===== src/rtl/kw_fifo_stream_reader_if.sv =====
// ---------------------------------------------------------------------------
// kw_fifo_stream_reader_if
//
// Purpose:
//   Valid/ready stream bundle that carries FIFO head words out of the
//   kw_fifo_stream_reader drain engine to a downstream consumer.
//
// Signals:
//   m_valid  producer -> consumer   stream data valid
//   m_ready  consumer -> producer   consumer can take a word this cycle
//   m_data   producer -> consumer   stream data word (DATA_WIDTH bits)
//
// Modports:
//   master   the drain engine side (drives m_valid/m_data, reads m_ready)
//   slave    the consumer side (reads m_valid/m_data, drives m_ready)
// ---------------------------------------------------------------------------
interface kw_fifo_stream_reader_if #(
    parameter int DATA_WIDTH = 16
);
    logic                  m_valid;
    logic                  m_ready;
    logic [DATA_WIDTH-1:0] m_data;

    modport master (
        output m_valid,
        output m_data,
        input  m_ready
    );

    modport slave (
        input  m_valid,
        input  m_data,
        output m_ready
    );
endinterface


===== src/rtl/kw_fifo_stream_reader.sv =====
// ---------------------------------------------------------------------------
// kw_fifo_stream_reader
//
// Purpose:
//   Pop-side drain engine for KW_fifo. It issues pop requests to the FIFO,
//   captures the returned words into a 2-entry skid buffer and presents the
//   head of that buffer as a valid/ready stream. The skid buffer lets a FIFO
//   with a registered read port still deliver one word per cycle. A sticky
//   status bit records any FIFO error until it is cleared.
//
// Parameters:
//   DATA_WIDTH  width of FIFO data and stream data
//   RD_LAT      FIFO read latency: 0 = data valid in the pop cycle (FWFT),
//               1 = data valid the cycle after the pop
//
// Ports:
//   clock       in   single clock, rising edge
//   reset_n     in   asynchronous, active-low reset
//   pop_req     out  pop request to the FIFO
//   fifo_data   in   FIFO read data
//   fifo_empty  in   FIFO empty flag
//   fifo_error  in   FIFO error flag, active high
//   stream      if   master side of the output stream (m_valid/m_ready/m_data)
//   err_sticky  out  set when fifo_error is seen, held until err_clr
//   err_clr     in   synchronous clear of err_sticky (wins over fifo_error)
// ---------------------------------------------------------------------------
module kw_fifo_stream_reader #(
    parameter int DATA_WIDTH = 16,
    parameter int RD_LAT     = 1
) (
    input  logic                   clock,
    input  logic                   reset_n,
    output logic                   pop_req,
    input  logic [DATA_WIDTH-1:0]  fifo_data,
    input  logic                   fifo_empty,
    input  logic                   fifo_error,
    kw_fifo_stream_reader_if.master stream,
    output logic                   err_sticky,
    input  logic                   err_clr
);

    // Buffer occupancy: number of words held in the skid buffer.
    typedef enum logic [1:0] {
        OCC_EMPTY = 2'd0,
        OCC_ONE   = 2'd1,
        OCC_TWO   = 2'd2
    } occ_t;

    occ_t                  state;
    occ_t                  state_next;
    logic                  inflight;
    logic                  wr;
    logic                  deq;
    logic                  wr_slot0;
    logic [2:0]            committed;
    logic [DATA_WIDTH-1:0] slot1;
    logic [DATA_WIDTH-1:0] slot0_next;
    logic [DATA_WIDTH-1:0] slot1_next;

    assign deq = stream.m_valid & stream.m_ready;

    // Words that will still be owned after this cycle: held plus pending
    // minus the one leaving. A pop is only allowed if that leaves room, so
    // the buffer can never be asked to hold a third word.
    assign committed = 3'(state) + 3'(inflight) - 3'(deq);
    assign pop_req   = reset_n & ~fifo_empty & (committed < 3'd2);

    // With a registered FIFO read, the popped word arrives one cycle later,
    // so the pop is remembered in inflight and the write happens then.
    if (RD_LAT == 0) begin : g_fwft
        assign inflight = 1'b0;
        assign wr       = pop_req;
    end else begin : g_registered
        always_ff @(posedge clock or negedge reset_n) begin
            if (!reset_n) begin
                inflight <= 1'b0;
            end else begin
                inflight <= pop_req;
            end
        end
        assign wr = inflight;
    end

    // Occupancy state register.
    always_ff @(posedge clock or negedge reset_n) begin
        if (!reset_n) begin
            state <= OCC_EMPTY;
        end else begin
            state <= state_next;
        end
    end

    // Occupancy next-state: +1 on write, -1 on dequeue.
    always_comb begin
        state_next = state;
        unique case (state)
            OCC_EMPTY: begin
                if (wr) begin
                    state_next = OCC_ONE;
                end
            end
            OCC_ONE: begin
                if (wr && !deq) begin
                    state_next = OCC_TWO;
                end else if (!wr && deq) begin
                    state_next = OCC_EMPTY;
                end
            end
            OCC_TWO: begin
                if (deq && !wr) begin
                    state_next = OCC_ONE;
                end
            end
            default: state_next = OCC_EMPTY;
        endcase
    end

    // Skid buffer datapath. slot0 is the registered m_data itself. A new
    // word lands in slot0 when the buffer is (or is becoming) empty,
    // otherwise behind the head in slot1; a dequeue from a full buffer
    // shifts slot1 forward.
    always_comb begin
        slot0_next = stream.m_data;
        slot1_next = slot1;
        wr_slot0   = (state == OCC_EMPTY) || ((state == OCC_ONE) && deq);
        if (deq && (state == OCC_TWO)) begin
            slot0_next = slot1;
        end
        if (wr) begin
            if (wr_slot0) begin
                slot0_next = fifo_data;
            end else begin
                slot1_next = fifo_data;
            end
        end
    end

    always_ff @(posedge clock or negedge reset_n) begin
        if (!reset_n) begin
            stream.m_valid <= 1'b0;
            stream.m_data  <= '0;
            slot1          <= '0;
        end else begin
            stream.m_valid <= (state_next != OCC_EMPTY);
            stream.m_data  <= slot0_next;
            slot1          <= slot1_next;
        end
    end

    // Sticky error flag; a clear in the same cycle as an error wins.
    always_ff @(posedge clock or negedge reset_n) begin
        if (!reset_n) begin
            err_sticky <= 1'b0;
        end else begin
            err_sticky <= (err_sticky | fifo_error) & ~err_clr;
        end
    end

endmodule


===== src/flat_wrapper.sv =====
// flat-port wrapper written by rule: the top's interface ports become plain ports
module kw_fifo_stream_reader_flat 
#(
    parameter int DATA_WIDTH = 16,
    parameter int RD_LAT     = 1
)
  (clock, reset_n, pop_req, fifo_data, fifo_empty, fifo_error, err_sticky, err_clr, stream_m_valid, stream_m_data, stream_m_ready);
  kw_fifo_stream_reader_if #(.DATA_WIDTH(DATA_WIDTH)) stream_i ();
  input  logic clock;
  input  logic reset_n;
  output logic pop_req;
  input  logic [DATA_WIDTH-1:0] fifo_data;
  input  logic fifo_empty;
  input  logic fifo_error;
  output logic err_sticky;
  input  logic err_clr;
  output wire logic [$bits(stream_i.m_valid)-1:0] stream_m_valid;
  output wire logic [$bits(stream_i.m_data)-1:0] stream_m_data;
  input wire logic [$bits(stream_i.m_ready)-1:0] stream_m_ready;
  assign stream_m_valid = stream_i.m_valid;
  assign stream_m_data = stream_i.m_data;
  assign stream_i.m_ready = stream_m_ready;
  kw_fifo_stream_reader #(.DATA_WIDTH(DATA_WIDTH), .RD_LAT(RD_LAT)) u_core (.clock(clock), .reset_n(reset_n), .pop_req(pop_req), .fifo_data(fifo_data), .fifo_empty(fifo_empty), .fifo_error(fifo_error), .stream(stream_i), .err_sticky(err_sticky), .err_clr(err_clr));
endmodule

===== config.mk =====
export PLATFORM = sky130hd
export DESIGN_NAME = kw_fifo_stream_reader_flat
export DESIGN_NICKNAME = d
export VERILOG_FILES = /design/src/rtl/kw_fifo_stream_reader_if.sv /design/src/rtl/kw_fifo_stream_reader.sv /design/src/flat_wrapper.sv
export SDC_FILE = /design/constraint.sdc
export NUM_CORES = 1
export LEC_CHECK = 0
export ABC_AREA = 1
export CAP_MARGIN = 5
export CELL_PAD_IN_SITES_DETAIL_PLACEMENT = 1
export CELL_PAD_IN_SITES_GLOBAL_PLACEMENT = 2
export CORE_MARGIN = 2
export CORE_UTILIZATION = 28
export DETAILED_ROUTE_END_ITERATION = 12
export HOLD_SLACK_MARGIN = 0.15
export PLACE_DENSITY_LB_ADDON = 0.1
export SETUP_SLACK_MARGIN = 0.5
export SKIP_CTS_REPAIR_TIMING = 1
export SYNTH_ARGS = -nofsm -noshare
export SYNTH_HDL_FRONTEND = slang
export SYNTH_SLANG_ARGS = --single-unit

===== constraint.sdc =====
create_clock -name clock -period 2.83 [get_ports clock]
set_input_delay 0.7075 -clock clock [delete_from_list [all_inputs] [get_ports clock]]
set_output_delay 0.7075 -clock clock [all_outputs]
set_load 0.01 [all_outputs]

=== Word-level counts from Yosys, hierarchy flattened ===
Index checks and enable logic that the tools add are counted.

* $add $sub $neg: 2
* $lt $le $gt $ge: 1
* Equality and inequality tests: 2
* Mux-type cells: 8
* Bitwise operators: 8
* Reduce and logical (&&, ||, !) cells: 10

{| class="wikitable"
|+ Operators by type and width
! kind !! count
|-
| $mux W16 || 3
|-
| $mux W2 || 4
|-
| $pmux W2 S3 || 1
|-
| $and A1 B1 Y1 || 4
|-
| $logic_and A1 B1 Y1 || 4
|-
| $add A2 B1 Y3 || 1
|-
| $lt A3 B2 Y1 const B || 1
|-
| $not A1 Y1 || 3
|-
| $sub A3 B1 Y3 || 1
|-
| $eq A2 B1 Y1 const B || 1
|-
| $eq A2 B2 Y1 const B || 1
|-
| $logic_not A1 Y1 || 2
|-
| $logic_not A2 Y1 || 1
|-
| $reduce_and A2 Y1 || 1
|-
| $reduce_bool A2 Y1 || 1
|-
| $logic_or A1 B1 Y1 || 1
|-
| $or A1 B1 Y1 || 1
|}

* Register bits after elaboration: 37
* Logic and storage cells: 37

=== Depth between registers and ports, before layout ===
Gate-level depths: netlist of the first run.

* Word-level depth: 6
* Depth in mapped cells: 8
* Gate-level depth less buffers: 7

=== Least setup slack after synthesis of the first run ===
OpenSTA, ideal clock, no wires.

* Path type: input to output
* Start: input stream_m_ready
* End: output pop_req
* Arrival time: 1.979 ns
* Setup slack: 0.144 ns
* Stages: 6
* Buffers on the path: 0
* Path through: nand2_1 nor2_1 o21ai_0 fa_1 nand2_1 nor3_1

* Word-level cells in the longest chain between the ends: 4

{| class="wikitable"
|+ Ends and longest elaborated chain
! element !! RTL line !! text
|-
| start: declaration || flat_wrapper.sv:19 || <nowiki>input wire logic [$bits(stream_i.m_ready)-1:0] stream_m_ready;</nowiki>
|-
| $and A1 B1 Y1 || kw_fifo_stream_reader.sv:60 || <nowiki>assign deq = stream.m_valid & stream.m_ready;</nowiki>
|-
| $sub A3 B1 Y3 || kw_fifo_stream_reader.sv:65 || <nowiki>assign committed = 3'(state) + 3'(inflight) - 3'(deq);</nowiki>
|-
| $lt A3 B2 Y1 || kw_fifo_stream_reader.sv:66 || <nowiki>assign pop_req = reset_n & ~fifo_empty & (committed < 3'd2);</nowiki>
|-
| $and A1 B1 Y1 || kw_fifo_stream_reader.sv:66 ||
|-
| end: declaration || flat_wrapper.sv:11 || <nowiki>output logic pop_req;</nowiki>
|}

No other way between the ends.

=== Worst setup path in the final report of the first run ===
Same ends and word-level chain as after synthesis.

==> results of run 1 <==
routing by layer:
metal	GRT usage (%)	vias to the layer above	share of wire (%)	wire, microns
li1	-	770	-	-
met1	17.7	728	47	2110
met2	24.8	25	49	2190
met3	3.56	4	3.5	160
met4	3.08	0	0.98	44
met5	0	-	0	0
state kept, by name (all words and copies together) (netlist names):
register,count
u_core.stream.m_valid,1
u_core.stream.m_data,16
u_core.state,2
u_core.slot1,16
u_core.inflight,1
u_core.err_sticky,1
through the flow:
| step | utilization, % | setup slack [ns] |
|---|---|---|
| 2_1_floorplan | - | 0.371 |
| 3_3_place_gp | 37.3 | -0.712 |
| 3_5_place_dp | 37.3 | -0.742 |
| 4_1_cts | 38.6 | -0.743 |
| 5_1_grt | 39.1 | 0.164 |
| 6_report | 39.1 | 0.214 |
final cells by class:
cell class / instances / area, sq um / area share [%]
flip-flops and latches: 37 / 927 / 38.0
multi-input cells: 146 / 744 / 30.5
repair buffers: 52 / 489 / 20.0
inverters: 27 / 101 / 4.15
well taps: 77 / 96.3 / 3.95
clock buffers: 6 / 72.6 / 2.97
clock inverters: 2 / 10.0 / 0.410
cells in the final DEF (no fill, tap or decap):
master / instances
sky130_fd_sc_hd__buf_8: 1
sky130_fd_sc_hd__nand2_1: 79
sky130_fd_sc_hd__inv_1: 24
sky130_fd_sc_hd__clkdlybuf4s50_1: 37
sky130_fd_sc_hd__dfrtp_1: 36
sky130_fd_sc_hd__nand2_2: 1
sky130_fd_sc_hd__o21ai_2: 9
sky130_fd_sc_hd__buf_2: 2
sky130_fd_sc_hd__nand3b_1: 1
sky130_fd_sc_hd__nand4_1: 1
sky130_fd_sc_hd__nor2_4: 2
sky130_fd_sc_hd__xor2_2: 1
sky130_fd_sc_hd__o21ai_0: 10
sky130_fd_sc_hd__nand2_8: 1
sky130_fd_sc_hd__nor2_1: 15
sky130_fd_sc_hd__nand2_4: 2
sky130_fd_sc_hd__buf_6: 1
sky130_fd_sc_hd__clkbuf_8: 5
sky130_fd_sc_hd__clkbuf_1: 1
sky130_fd_sc_hd__inv_2: 3
sky130_fd_sc_hd__nand3_4: 1
sky130_fd_sc_hd__fa_2: 1
sky130_fd_sc_hd__nand3_1: 21
sky130_fd_sc_hd__buf_4: 11
sky130_fd_sc_hd__dfrtp_2: 1
sky130_fd_sc_hd__nor3_4: 1
sky130_fd_sc_hd__clkinv_2: 2
cell families after synthesis:
group,synth area share [%]
AND/OR/NAND/NOR,30.0
flip-flops,51.9
buffers and inverters,9.47
AO/OA/AOI/OAI,7.02
XOR/XNOR,0.491
adder cells (fa/ha/maj),1.12
power by group through the flow:
stage	Combinational, uW	Sequential, uW	Clock, uW
after floorplan	703	982	0
after global placement	1260	940	0
after detailed placement	1270	943	0
after CTS	1280	933	394
after global routing	1460	970	408
final	1270	933	368
critical path, stage by stage:
cell                      delay (ns)
sky130_fd_sc_hd__buf_8          0.10
sky130_fd_sc_hd__nand2_8        0.06
sky130_fd_sc_hd__nor2_4         0.04
sky130_fd_sc_hd__buf_6          0.12
sky130_fd_sc_hd__fa_2           0.37
sky130_fd_sc_hd__xor2_2         0.17
sky130_fd_sc_hd__nor3_4         0.19
sky130_fd_sc_hd__buf_2          0.15
worst max-delay path by stage:
stage / startpoint / to / slack [ns] / depth (start not counted)
after floorplan: stream_m_ready / pop_req / 0.37 / 7
after global placement: stream_m_ready / pop_req / -0.71 / 8
after detailed placement: stream_m_ready / pop_req / -0.74 / 8
after CTS: stream_m_ready / pop_req / -0.74 / 8
after global routing: stream_m_ready / pop_req / 0.16 / 8
final: stream_m_ready / pop_req / 0.21 / 8
==> flow_results.org, run 1 <==
** Outcome
- Outcome :: finished, final reports clean

** Global routing
- Overflow after GRT :: 0
- Antenna violations before repair :: 0
- The first global-routing pass estimated 7940 microns of wire.
- In the global route stage, overall resource usage came out at 14.2%.
- Maximum number of pins on one net before global-route repair :: 38
- The via count of the first global-routing pass came to approximately 1,700.

** Worst hold path
- The worst hold path passes through 2 cells.
- Worst min-delay path category :: reg2reg
- The worst hold path begins at u_core.slot1[7].
- Worst hold endpoint :: u_core.slot1[7]

** Clock tree
- Clock root buffer :: sky130_fd_sc_hd__clkbuf_8
- H-Tree Level Count :: 2
- Clock sink count :: 37
- In this run, CTS created clock tree buffers numbering 5.
- CTS tree :: done
- The clock passes through at most 2 buffers.
- Clock-pin slew was measured on the worst setup and hold paths at approximately 0.07 ns.
- Clock network latency to the later pin of the worst-skew pair :: 0.29 ns

** Die
- DIE WIDTH :: 83.8 microns
- # rows :: 29
- DIE HEIGHT :: 83.8 microns
- Core outline area :: 6240 sq um
- Initial core utilization :: 28.6%
- Die Footprint :: 7020 sq um
- Pin placement for this block handled 41 I/O pins.

** Synth
- Post-synth top area share :: 51.9%
- The share of the Yosys chip area taken by registers is 51.9%.
- Yosys mapped the design onto 21 distinct sky130hd cell types.
- Synthesis produced a netlist with a net count of ~240.
- A synthesized cell averages 8.14 sq um.
- For this run, asynchronously set or reset flops after synthesis account for 100%.
- The most common cell in the synthesized netlist is sky130_fd_sc_hd__nand2_1.
- After synthesis the netlist holds a flip-flop and latch count of 37.
- The Yosys step of the flow raised 0 warnings.
- In this run the cell area of the synthesized design comes to 1780 sq um.
- Most common flop cell mapped by yosys :: sky130_fd_sc_hd__dfrtp_1
- In this run, synthesis inferred 0 flip-flops with an integrated enable.
- Cell type contributing the most total cell area after synthesis :: sky130_fd_sc_hd__dfrtp_1
- Top area cells in the synthesized netlist :: sky130_fd_sc_hd__dfrtp_1 (52%), sky130_fd_sc_hd__nand2_1 (17%), sky130_fd_sc_hd__nand3_1 (5.9%)
- Top cell types by occurrence after synthesis :: sky130_fd_sc_hd__nand2_1 (81), sky130_fd_sc_hd__dfrtp_1 (37), sky130_fd_sc_hd__inv_1 (25)
- Mapped Cells :: ~220

** Placement
- Port buffer count :: 40
- Summed over all nets, the half-perimeter wirelength after detailed placement is 3020 microns.
- Summing all placed instances gives a cell area of 2330 sq um.
- Placer's final routability congestion estimate :: 0.740
- Number of placed cells counting well taps :: around 340

** Timing
- Worst slew margin :: between 60 and 70%
- Actual transition at the worst max-transition pin :: between 0.5 and 0.6 ns
- Tcrit/Tclk final :: between 90% and 100%
- Clock period minus final worst setup slack :: between 2 and 3 ns
- Peak Freq :: 382 MHz
- Max Transition Viols Final :: 0
- Final count of negative-setup-slack endpoints :: 0
- Fin. Hold Viols :: 0
- Hold timing on the final database bottoms out at a slack of roughly 0.47 ns.
- On the final layout, the worst clock skew is 0.00539 ns.
- Setup repair after global routing could not meet its margin everywhere.
- Post-route setup TNS :: 0 ns

** Routing
- The first TritonRoute pass finished after 4 iterations.
- Detailed-route via count :: roughly 1,500
- Remaining DRCs :: 0
- Initial detailed-routing violation count :: 68
- The detail route stage leaves a number of antenna-violating nets equal to 0.
- Wire per inst :: 13.0 microns
- Vias per cell :: around 4.4
- Total Routed Length :: 4510 microns

** Finish
- From synthesis to final layout, the design area changed by 36.9%.
- Non-Filler Cell Area, Final :: approximately 2400 sq um
- Number of nets in the finished design :: about 300
- The repair_antennas step left the layout with diodes totalling 0.
- Fraction of final layout cells sized beyond drive strength 1 :: 16.7%
- Fill cells in the final layout number 761.
- Final Instance Count excl. Fillers :: ~350

** Power and ir drop
- In this run the power spent charging and discharging nets is 1030 uW.
- Summed over all cells, the static leakage comes to 0.00126 uW.
- Combinational cells account for 49.5% of the total power.
- Overall power of the completed layout :: 2570 uW
- The share of total power dissipated in sequential elements is 36.2%.
- Cell-internal power :: 1540 uW
- Net switching is 40.0% of the power.
- Power per standard cell area :: 1050 nW/um^2
- Clock network fraction of total power :: about 14%
- The worst-case IR drop observed on VDD is between 0.0004 and 0.0005 V.

** Worst setup path
- At the worst endpoint, the arrival time is 1.91 ns.
- Reg-to-reg critical path endpoint :: u_core.inflight
- The worst setup path is launched from an input pin.
- Cell depth of the worst flop-to-flop path :: 7
- Setup CP Type :: in2out
- Nature of the critical path endpoint :: output pin
- Data required, critical path :: around 2.1 ns
- Crit Path Max Fanout :: 3
- The worst register-to-register path begins at u_core.stream.m_valid.
- Across all register-to-register paths, the minimum setup slack is 1.23 ns.

** Flow run
- Across the run, the number of max-cap violations was 0.
Power figures use the tool's default switching activity.
==> run 2: changes to the inputs <==
==> constraint.sdc (replaced) <==
create_clock -name clock -period 2.7 [get_ports clock]
set_input_delay 0.675 -clock clock [delete_from_list [all_inputs] [get_ports clock]]
set_output_delay 0.675 -clock clock [all_outputs]
set_load 0.01 [all_outputs]
==> flow_results.org, run 2 (synthesis results as in run 1) <==
** Clock tree
- Clock network latency to the later pin of the worst-skew pair :: 0.29 ns (about the same)
- Clk buf depth :: 2 (unchanged)
- The number of buffers inserted during clock tree synthesis came to 5 (unchanged).
- Clock sink count :: 37 (unchanged)
- CTS clock-pin slew for the worst setup and hold paths :: 0.08 ns (about the same)
- CTS tree :: done
- The number of H-tree branching levels came to 2 (unchanged).
- CTS placed an instance of sky130_fd_sc_hd__clkbuf_8 at the clock tree root.

** Power and ir drop
- Worst supply voltage drop on vdd :: 0.000558 V (+34%)
- The total power per unit cell area was 1110 nW/um^2 (+5.1%).
- The static leakage was 0.00126 uW (+0.13%).

** Worst setup path
- The data required time at the worst endpoint is 2.03 ns (-0.09 ns).
- Cell family contributing the most delay on the critical path :: buffers and inverters
- Cell depth of the worst flop-to-flop path :: 7 (unchanged)
- The critical path is of the in2out type.
- The critical path goes through buf_8, nand2_8, nor2_4, buf_6, fa_2, xor2_2, nor3_4, buf_2.
- Crit Path Max Fanout :: 3 (unchanged)
- The critical path depth in cells is 8 (unchanged).
- Library cell contributing the largest single delay on the critical path :: sky130_fd_sc_hd__fa_2
- STA classifies the critical path endpoint as an output pin.
- Slowest cell delay on critical path :: 0.36 ns (about the same)
- The number of buffer and inverter instances along the worst setup path was 3 (unchanged).
- The arrival time of the worst setup path was 1.87 ns (-0.04 ns).
- Startpoint Class :: input pin

** Timing
- The final setup TNS came to 0 ns (unchanged).
- Final count of negative-setup-slack endpoints :: 0 (unchanged)
- Setup repair after global routing could not meet its margin everywhere.
- The worst slew margin relative to its limit came to 66.4% (+0.39 points).
- Final clock skew :: 0.00844 ns (+0.00305 ns)
- WHS :: 0.475 ns (+0.000519 ns)
- Tcrit/Tclk final :: 94.2%
- The pin slew with the least headroom to its limit came to 0.504 ns (-0.00579 ns).
- The final max-slew violation count came to 0 (unchanged).
- The final hold violation count came to 0 (unchanged).
- Clock period minus final worst setup slack :: 2.54 ns
- Timing would allow up to 393 MHz.

** Finish
- The final-stage net count is 291 (-0.34%).
- Most common library cell in the layout ignoring fill and taps :: sky130_fd_sc_hd__nand2_1
- Top Registers :: u_core.slot1: 16 flops, u_core.stream.m_data: 16 flops, u_core.state: 2 flops
- Fraction of final layout cells sized beyond drive strength 1 :: 16.7% (+0.062 points)
- The area taken by multi-input logic gates is 744 sq um (unchanged).
- The antenna diode count came to 0 (unchanged).
- The filler cell count is 761 (unchanged).
- The area taken by flip-flops and latches came to 927 sq um (unchanged).
- Leaving out fill and tap cells, the most frequent cells in the layout are sky130_fd_sc_hd__nand2_1 (79), sky130_fd_sc_hd__clkdlybuf4s50_1 (37), sky130_fd_sc_hd__dfrtp_1 (36), sky130_fd_sc_hd__inv_1 (24), sky130_fd_sc_hd__nand3_1 (21).
- Growth of design area from synthesis to finish :: 37.3%

** Routing
- The via total after detailed routing was 1,519 (-0.52%).
- The detail-routed via count per cell was 4.39 (-0.24%).
- The iteration count of the initial detailed-routing pass is 4 (unchanged).
- The remaining number of nets flagged by the antenna check after routing was 0 (unchanged).
- Total Routed Length :: 4500 microns (-0.29%)
- The violation count after the first detailed-routing iteration is 37 (-46%).
- Remaining DRCs :: 0 (unchanged)
- Wire per inst :: 13.0 microns (about the same)

** Placement
- Port buffer count :: 40 (unchanged)
- Post-detailed-placement half-perimeter wirelength :: 3060 microns (+1.2%)
- The routability congestion estimate from global placement is 0.690 (-6.7%).

** Die
- The horizontal extent of the die came to 83.8 microns (unchanged).
- The initial standard-cell utilization of the core is 28.6% (unchanged).
- The die extent in y was 83.8 microns (unchanged).
- # rows :: 29 (unchanged)
- The number of placed I/O pins is 41 (unchanged).
- Core outline area :: 6240 sq um (unchanged)
- Die Footprint :: 7020 sq um (unchanged)

** Flow run
- The total of max-cap violations came to 0 (unchanged).

** Global routing
- The final global-route overflow total came to 0 (unchanged).
- The wire length of the first global-routing pass is 7600 microns (-4.3%).
- Maximum number of pins on one net before global-route repair :: 38 (unchanged)
- Overall global routing resource usage :: 13.8% (-0.32 points)
- Via count of the first global-routing pass :: 1,581 (-4.9%)
- The number of antenna violations at the first check in global routing was 0 (unchanged).

** Outcome
- The run finished with clean final reports.

** Worst hold path
- Worst min-delay path category :: reg2reg
- The depth of the worst hold-timing path is 2 (unchanged).
## run 2: worst min-delay path: stages (launching register included)
cell	delay (ns)
sky130_fd_sc_hd__dfrtp_1	0.35
sky130_fd_sc_hd__nand2_1	0.05
sky130_fd_sc_hd__nand2_1	0.05
## run 2: area by class of cell
cell class	count	share of cell area (%)
Inverter	27	4.14
Tap cell	77	3.94
Clock buffer	6	3.37
Clock inverter	2	0.562
Multi-Input combinational cell	146	30.4
Sequential cell	37	37.9
Timing Repair Buffer	51	19.7
## run 2: worst paths after layout
check / startpoint / end / slack, ns
worst max-delay path: stream_m_ready / pop_req / 0.16
worst min-delay path: u_core.slot1[7] / u_core.slot1[7] / 0.48
worst max register to register: u_core.stream.m_valid / u_core.inflight / 1.11
worst min register to register: u_core.slot1[7] / u_core.slot1[7] / 0.48
max in group asynchronous: reset_n / u_core.stream.m_valid / 1.82
min in group asynchronous: reset_n / u_core.stream.m_data[5] / 0.50
## run 2: where the power goes
part	total (uW)	internal [uW]	leakage (uW)	switching [uW]
clock network	412	207	0.0000512	205
logic	1320	612	0.000751	705
registers	981	818	0.000456	163
total	2710	1640	0.00126	1070
## run 2: metrics by stage
stage / total power, uW / instances / worst slack (ns) / instance area, sq um / utilization, %
2_1_floorplan: 1770 / 219 / 0.306 / 1830 / -
4_1_cts: 2750 / 345 / -0.814 / 2420 / 38.9
6_report: 2710 / 346 / 0.156 / 2450 / 39.2
5_1_grt: 2970 / 346 / 0.100 / 2450 / 39.2
3_3_place_gp: 2300 / 337 / -0.775 / 2330 / 37.3
3_5_place_dp: 2320 / 337 / -0.811 / 2330 / 37.3
## run 2: metal layers
metal  up-vias  global-route usage [%]  part of all wire, %
li1        764                       -                    -
met1       719                    17.9                   47
met2        29                    22.5                   47
met3         7                    3.26                  3.6
met4         0                    5.28                  1.6
met5         -                       0                    0
